File: config.mk
export PLATFORM = sky130hd
export DESIGN_NAME = jtag_tap_target
export DESIGN_NICKNAME = d
export VERILOG_FILES = /design/src/rtl/jtag_pkg.sv /design/src/rtl/jtag_tap_fsm.sv /design/src/rtl/jtag_tap_target.sv
export SDC_FILE = /design/constraint.sdc
export NUM_CORES = 1
export LEC_CHECK = 0
export ABC_AREA = 1
export ABC_CLOCK_PERIOD_IN_PS = 3200
export BUFFER_PORTS_ARGS = -buffer_cell sky130_fd_sc_hd__clkbuf_2
export CAP_MARGIN = 40
export CORE_ASPECT_RATIO = 0.75
export CORE_MARGIN = 2
export CORE_UTILIZATION = 50
export DETAILED_ROUTE_END_ITERATION = 12
export MAX_ROUTING_LAYER = met4
export PLACE_DENSITY = 0.75
export SLEW_MARGIN = 20
export SYNTH_ARGS = -nofsm -noshare
export SYNTH_HDL_FRONTEND = slang
export SYNTH_SLANG_ARGS = --single-unit
File: constraint.sdc
create_clock -name CLK -period 3.2 [get_ports CLK]
set_input_delay 0.48 -clock CLK [delete_from_list [all_inputs] [get_ports CLK]]
set_output_delay 0.48 -clock CLK [all_outputs]
set_load 0.01 [all_outputs]
File: src/rtl/jtag_pkg.sv
// jtag_pkg: TAP controller state encoding, IEEE 1149.1 next-state table and
// the fixed Capture-IR pattern shared by the TAP responder and its FSM.
package jtag_pkg;

  typedef enum logic [3:0] {
    TEST_LOGIC_RESET,
    RUN_TEST_IDLE,
    SELECT_DR,
    CAPTURE_DR,
    SHIFT_DR,
    EXIT1_DR,
    PAUSE_DR,
    EXIT2_DR,
    UPDATE_DR,
    SELECT_IR,
    CAPTURE_IR,
    SHIFT_IR,
    EXIT1_IR,
    PAUSE_IR,
    EXIT2_IR,
    UPDATE_IR
  } tap_state_t;

  // Low bits loaded into the IR shift register in Capture-IR; upper bits are 0.
  localparam logic [1:0] IR_CAPTURE = 2'b01;

  // Standard TMS transition table, evaluated once per TCK rising edge.
  function automatic tap_state_t tap_next(input tap_state_t s, input logic tms);
    tap_state_t n;
    n = TEST_LOGIC_RESET;
    case (s)
      TEST_LOGIC_RESET: n = tms ? TEST_LOGIC_RESET : RUN_TEST_IDLE;
      RUN_TEST_IDLE:    n = tms ? SELECT_DR        : RUN_TEST_IDLE;
      SELECT_DR:        n = tms ? SELECT_IR        : CAPTURE_DR;
      CAPTURE_DR:       n = tms ? EXIT1_DR         : SHIFT_DR;
      SHIFT_DR:         n = tms ? EXIT1_DR         : SHIFT_DR;
      EXIT1_DR:         n = tms ? UPDATE_DR        : PAUSE_DR;
      PAUSE_DR:         n = tms ? EXIT2_DR         : PAUSE_DR;
      EXIT2_DR:         n = tms ? UPDATE_DR        : SHIFT_DR;
      UPDATE_DR:        n = tms ? SELECT_DR        : RUN_TEST_IDLE;
      SELECT_IR:        n = tms ? TEST_LOGIC_RESET : CAPTURE_IR;
      CAPTURE_IR:       n = tms ? EXIT1_IR         : SHIFT_IR;
      SHIFT_IR:         n = tms ? EXIT1_IR         : SHIFT_IR;
      EXIT1_IR:         n = tms ? UPDATE_IR        : PAUSE_IR;
      PAUSE_IR:         n = tms ? EXIT2_IR         : PAUSE_IR;
      EXIT2_IR:         n = tms ? UPDATE_IR        : SHIFT_IR;
      UPDATE_IR:        n = tms ? SELECT_DR        : RUN_TEST_IDLE;
    endcase
    return n;
  endfunction

endpackage

File: src/rtl/jtag_tap_fsm.sv
// jtag_tap_fsm: 16-state TAP controller, advanced only on the one-CLK step strobe.
module jtag_tap_fsm
  import jtag_pkg::*;
(
  input  logic       CLK,
  input  logic       RESETn,
  input  logic       step,
  input  logic       TMS,
  output tap_state_t state
);

  tap_state_t r_state;
  tap_state_t w_next;

  // State register; reset lands in Test-Logic-Reset.
  always_ff @(posedge CLK or negedge RESETn) begin
    if (!RESETn) r_state <= TEST_LOGIC_RESET;
    else         r_state <= w_next;
  end

  // Next state: hold unless a TCK rising strobe arrives.
  always_comb begin
    w_next = r_state;
    if (step) w_next = tap_next(r_state, TMS);
  end

  assign state = r_state;

endmodule

File: src/rtl/jtag_tap_target.sv
// jtag_tap_target: JTAG TAP responder oversampled in the CLK domain.
// Registers: IR, BYPASS, user DR and (with JTAG_TAP_IDCODE_EN defined) IDCODE.
// Without JTAG_TAP_IDCODE_EN, OP_IDCODE decodes as BYPASS and the reset
// instruction is all-ones (BYPASS).
module jtag_tap_target
  import jtag_pkg::*;
#(
  parameter int                IR_LEN    = 4,
  parameter logic [31:0]       IDCODE    = 32'h4BA00477,
  parameter int                USER_LEN  = 64,
  parameter logic [IR_LEN-1:0] OP_IDCODE = 'h1,
  parameter logic [IR_LEN-1:0] OP_USER   = 'h2
) (
  input  logic                CLK,
  input  logic                RESETn,
  input  logic                TCK,
  input  logic                TMS,
  input  logic                TDI,
  output logic                TDO,
  output logic                TDO_OE,
  input  logic [USER_LEN-1:0] USER_DIN,
  output logic [USER_LEN-1:0] USER_DOUT,
  output logic                USER_UPDATE
);

`ifdef JTAG_TAP_IDCODE_EN
  localparam logic [IR_LEN-1:0] RST_INSTR = OP_IDCODE;
`else
  localparam logic [IR_LEN-1:0] RST_INSTR = '1;
`endif
  localparam logic [IR_LEN-1:0] IR_CAP = IR_LEN'(IR_CAPTURE);

  logic [2:0]          r_tck_s;
  logic [1:0]          r_tms_s;
  logic [1:0]          r_tdi_s;
  logic                w_tck_r;
  logic                w_tck_f;
  tap_state_t          w_state;

  logic [IR_LEN-1:0]   r_ir;
  logic [IR_LEN-1:0]   r_ir_sr;
  logic [USER_LEN-1:0] r_user_sr;
  logic                r_bypass;
  logic                r_tdo;
  logic                r_tdo_oe;
  logic [USER_LEN-1:0] r_user_dout;
  logic                r_user_update;

  logic                w_sel_user;
  logic                w_shift_ir;
  logic                w_shift_dr;
  logic                w_dr_lsb;

  // Two-flop synchronizers; the third TCK flop provides edge detection.
  always_ff @(posedge CLK or negedge RESETn) begin
    if (!RESETn) begin
      r_tck_s <= '0;
      r_tms_s <= '0;
      r_tdi_s <= '0;
    end else begin
      r_tck_s <= {r_tck_s[1:0], TCK};
      r_tms_s <= {r_tms_s[0], TMS};
      r_tdi_s <= {r_tdi_s[0], TDI};
    end
  end

  assign w_tck_r = r_tck_s[1] & ~r_tck_s[2];
  assign w_tck_f = ~r_tck_s[1] & r_tck_s[2];

  jtag_tap_fsm u_fsm (
    .CLK    (CLK),
    .RESETn (RESETn),
    .step   (w_tck_r),
    .TMS    (r_tms_s[1]),
    .state  (w_state)
  );

  assign w_sel_user = (r_ir == OP_USER);
  assign w_shift_ir = (w_state == SHIFT_IR);
  assign w_shift_dr = (w_state == SHIFT_DR);

  // IR: held at the reset instruction in Test-Logic-Reset, loaded on Update-IR.
  always_ff @(posedge CLK or negedge RESETn) begin
    if (!RESETn)                              r_ir <= RST_INSTR;
    else if (w_state == TEST_LOGIC_RESET)     r_ir <= RST_INSTR;
    else if (w_tck_f && w_state == UPDATE_IR) r_ir <= r_ir_sr;
  end

  // IR shift register: capture pattern, then shift right with TDI at the MSB.
  always_ff @(posedge CLK or negedge RESETn) begin
    if (!RESETn) r_ir_sr <= '0;
    else if (w_tck_r) begin
      if (w_state == CAPTURE_IR) r_ir_sr <= IR_CAP;
      else if (w_shift_ir)       r_ir_sr <= {r_tdi_s[1], r_ir_sr[IR_LEN-1:1]};
    end
  end

  // User DR and BYPASS: capture and shift only while selected by the IR.
  always_ff @(posedge CLK or negedge RESETn) begin
    if (!RESETn) begin
      r_user_sr <= '0;
      r_bypass  <= 1'b0;
    end else if (w_tck_r) begin
      if (w_sel_user) begin
        if (w_state == CAPTURE_DR) r_user_sr <= USER_DIN;
        else if (w_shift_dr)       r_user_sr <= {r_tdi_s[1], r_user_sr[USER_LEN-1:1]};
      end
      if (w_state == CAPTURE_DR) r_bypass <= 1'b0;
      else if (w_shift_dr)       r_bypass <= r_tdi_s[1];
    end
  end

`ifdef JTAG_TAP_IDCODE_EN
  logic        w_sel_id;
  logic [31:0] r_id_sr;
  assign w_sel_id = (r_ir == OP_IDCODE);

  // IDCODE DR: loads the fixed ID in Capture-DR and shifts like the others.
  always_ff @(posedge CLK or negedge RESETn) begin
    if (!RESETn) r_id_sr <= '0;
    else if (w_tck_r && w_sel_id) begin
      if (w_state == CAPTURE_DR) r_id_sr <= IDCODE;
      else if (w_shift_dr)       r_id_sr <= {r_tdi_s[1], r_id_sr[31:1]};
    end
  end
`else
  logic w_unused_id;
  assign w_unused_id = ^{IDCODE, OP_IDCODE};
`endif

  // Serial output of the DR selected by the current instruction.
  always_comb begin
    w_dr_lsb = r_bypass;
    if (w_sel_user) w_dr_lsb = r_user_sr[0];
`ifdef JTAG_TAP_IDCODE_EN
    if (w_sel_id)   w_dr_lsb = r_id_sr[0];
`endif
  end

  // TDO/TDO_OE change on TCK falling so they are stable at the next rising edge.
  always_ff @(posedge CLK or negedge RESETn) begin
    if (!RESETn) begin
      r_tdo    <= 1'b0;
      r_tdo_oe <= 1'b0;
    end else if (w_tck_f) begin
      r_tdo    <= w_shift_ir ? r_ir_sr[0] : (w_shift_dr ? w_dr_lsb : 1'b0);
      r_tdo_oe <= w_shift_ir | w_shift_dr;
    end
  end

  // Parallel user output, written with a one-CLK pulse on Update-DR.
  always_ff @(posedge CLK or negedge RESETn) begin
    if (!RESETn) begin
      r_user_dout   <= '0;
      r_user_update <= 1'b0;
    end else begin
      r_user_update <= 1'b0;
      if (w_tck_f && w_state == UPDATE_DR && w_sel_user) begin
        r_user_dout   <= r_user_sr;
        r_user_update <= 1'b1;
      end
    end
  end

  assign TDO         = r_tdo;
  assign TDO_OE      = r_tdo_oe;
  assign USER_DOUT   = r_user_dout;
  assign USER_UPDATE = r_user_update;

endmodule

==> results.py <==
metrics = {
    "run_status": {
        "status": "completed",
    },
    "critical_path": {
        "worstReg2RegStart": "u_fsm.state[1]$_DFFE_PN0P_",
        "crit_end_category": "flip-flop",
        "startpoint": "u_fsm.state[1]$_DFFE_PN0P_",
        "required_ns": 3.54,
        "cp-endpoint": "r_user_sr[23]$_DFFE_PN0P_",
        "worst-r2r-setup-slack_ns": 1.04,
        "critical_path_peak_fanout": 71,
        "r2r_end": "r_user_sr[23]$_DFFE_PN0P_",
        "timing.setup.critical_path_class": "flip-flop to flip-flop",
        "rr_worst_depth": 8,
        "endpoint_arrival_time_on_the_critical_path_ns": 2.50,
        "worst_setup_start_kind": "flip-flop",
    },
    "global_route": {
        "first_global_vias": 4952,
        "antenna_found_initial": 0,
        "grtUsageTotal": 0.212,
        "grt_start_max_net_pins": 124,
        "grt_first_pass_wirelength_mm": 24.6,
        "grt_overflow": 0,
    },
    "clocking": {
        "path_clk_slew_ns": 0.06,
        "cts_setup_buffers": 0,
        "cts_root_buf": "sky130_fd_sc_hd__clkbuf_16",
        "cts-buffers-inserted": 17,
        "clockBufferDepth": 2,
        "htreeDepth": 4,
        "cts_tree": "done",
        "worstSkewPairLatency_ns": 0.41,
        "clock_sinks": 151,
    },
    "timing": {
        "setup_viol": 0,
        "setup_total_negative_slack_ns": 0,
        "hold_viol_final": 0,
        "clock.fmax_mhz": 462,
        "finalMaxSlewViolations": 0,
        "setup_repair_after_global_routing_missed_its_margin": "no",
        "timing.final.crit_share": 0.676,
        "worst_clock_skew_ns": 0.00972,
        "post-route-min-period_ns": 2.16,
        "maxSlewHeadroom": 0.585,
        "worst_slew_pin_slew_ns": 0.623,
    },
    "cells_and_area": {
        "layout_cells_excl_fill": 1074,
        "final_layout_size_suffix_gt1_frac": 0.280,
        "area.growth.synth_to_final_pct": 18.2,
        "layout_net_count": 955,
        "antenna-diode-count": 0,
        "multi_input_area_um2": 2400,
        "seqCellArea_um2": 3780,
        "nFillCells": 1173,
    },
    "floorplan": {
        "dieHeight_um": 106,
        "floorplan.die_area_um2": 14700,
        "initial_core_util": 0.506,
        "dieWidth_um": 139,
        "core_region_area_um2": 13600,
        "placement_rows": 37,
        "top_level_ports": 136,
    },
    "logic_synthesis": {
        "yosysWarnings": 0,
        "synthesis.area_um2": 6870,
        "post_synth_main_area_contributors": "sky130_fd_sc_hd__dfrtp_1 54%, sky130_fd_sc_hd__nand2_1 9.3%, sky130_fd_sc_hd__o21ai_2 7.9%",
        "synth_common_cells": "170 x sky130_fd_sc_hd__nand2_1, 147 x sky130_fd_sc_hd__dfrtp_1, 83 x sky130_fd_sc_hd__inv_1, 79 x sky130_fd_sc_hd__nor2_1, 71 x sky130_fd_sc_hd__a21oi_1",
        "yosysUniqueCellTypes": 25,
        "postSynth.asyncResetShare": 1.00,
        "netlist.top_cell.by_area": "sky130_fd_sc_hd__dfrtp_1",
        "postSynthAreaPerCell_um2": 8.98,
        "synth_most_common_cell": "sky130_fd_sc_hd__nand2_1",
        "number_of_enable_type_register_cells_in_the_synthesized_netlist": 0,
        "synth-seq-area-share": 0.551,
        "post_synth_inst_count": 765,
        "synth_top_cell_area_share": 0.536,
        "synth_flop_cell": "sky130_fd_sc_hd__dfrtp_1",
        "ys_seq_elements": 151,
        "synth_nets": 834,
    },
    "detailed_routing": {
        "drc": 0,
        "drt_pre_antenna_iters": 5,
        "vias_per_cell": 4.95,
        "routedWlPerCell_um": 13.5,
        "num_vias": 5316,
        "drt_iter0_markers": 432,
        "detail-route-antenna-nets": 0,
        "detail_route.wirelength_mm": 14.5,
    },
    "placement": {
        "hpwl_mm": 9.45,
        "final_gp_congestion": 0.928,
        "placement.io_buffers": 135,
        "place_inst": 1040,
    },
    "min_path": {
        "min_path_type": "primary input to flip-flop",
    },
    "power_and_ir_drop": {
        "leakagePower_nw": 4.16,
        "powerDensity_nw_per_um2": 543,
        "vdd_drop_max_mv": 0.382,
    },
    "flow_run": {
        "cap_violations": 0,
    },
}
==> per-stage QoR <==
stage / cell area (um2) / hold slack [ns] / util / power (mW) / worst slack, ns
floorplan: 6870 / 0.184 / - / 2.38 / 1.69
global placement: 7510 / 0.333 / 0.554 / 2.57 / 0.913
finish: 8120 / 0.174 / 0.599 / 4.41 / 1.04
detailed placement: 7540 / 0.335 / 0.556 / 2.58 / 1.08
CTS: 8080 / 0.160 / 0.596 / 4.43 / 1.05
global route: 8120 / 0.168 / 0.599 / 4.60 / 0.785
==> layer usage <==
layer / track usage / vias up / routed length (um)
met5: - / - / 0
met2: 0.285 / 154 / 6200
li1: - / 2702 / -
met3: 0.0368 / 16 / 690
met1: 0.328 / 2444 / 7450
met4: 0.0606 / 0 / 174
==> critical path: stages, from the launching register on <==
cell and delay [ns]:
sky130_fd_sc_hd__dfrtp_1 0.45, sky130_fd_sc_hd__nor2_1 0.31, sky130_fd_sc_hd__nand2_2 0.13, sky130_fd_sc_hd__nand2_1 0.09, sky130_fd_sc_hd__nand2_2 0.08, sky130_fd_sc_hd__nor2_4 0.45
sky130_fd_sc_hd__buf_12 0.36, sky130_fd_sc_hd__nand2_1 0.10, sky130_fd_sc_hd__o21ai_1 0.09
==> where the power goes <==
part,switching (mW),leakage [nW],internal [mW],total [mW]
Clock,0.790,0.270,1.06,1.85
Combinational,0.380,2.16,0.169,0.549
Sequential,0.0537,1.74,1.96,2.01
==> logic make-up after synthesis <==
group / share of synthesized area
buf+inv: 0.101
compound gates: 0.189
simple gates: 0.159
flops: 0.551
==> worst min path at each step <==
stage | start | to | slack (ns) | cells past startpoint
2_1_floorplan | RESETn | TDO$_DFFE_PN0P_ | 0.18 | 0
3_3_place_gp | r_tdi_s[0]$_DFF_PN0_ | r_tdi_s[1]$_DFF_PN0_ | 0.33 | 0
3_5_place_dp | r_tms_s[0]$_DFF_PN0_ | r_tms_s[1]$_DFF_PN0_ | 0.33 | 0
4_1_cts | RESETn | USER_DOUT[23]$_DFFE_PN0P_ | 0.16 | 1
5_1_grt | TMS | r_tms_s[0]$_DFF_PN0_ | 0.17 | 1
6_report | TMS | r_tms_s[0]$_DFF_PN0_ | 0.17 | 1
==> repair_timing <==
item	CTS	global route
hold buffers	0	1
resized for setup	0	0
hold endpoints to repair	0	32
==> state kept, by name, summed over array words and instances, names as in the netlist, 2 cells and up <==
signal and count:
r_tdi_s 2, USER_DOUT 64, r_tms_s 2, r_tck_s 3, r_ir_sr 4, r_ir 4, r_user_sr 64, u_fsm.state 4
==> cell type report <==
class / instances / area share
repair buffers: 145 / 0.105
clock inverters: 10 / 0.00878
clock buffers: 22 / 0.0584
inverters: 85 / 0.0393
multi-input cells: 486 / 0.296
well taps: 175 / 0.0270
flip-flops and latches: 151 / 0.466
==> layout by cell type (no fill, tap or decap), drive strengths merged, types with 8 or more instances in the layout <==
cell and n:
nand2 173, clkbuf 156, dfrtp 147, o21ai 136, inv 86, nor2 84
a21oi 71, nand3 13, buf 10, clkinv 8
Note: power is estimated with default switching activity, not from simulation.
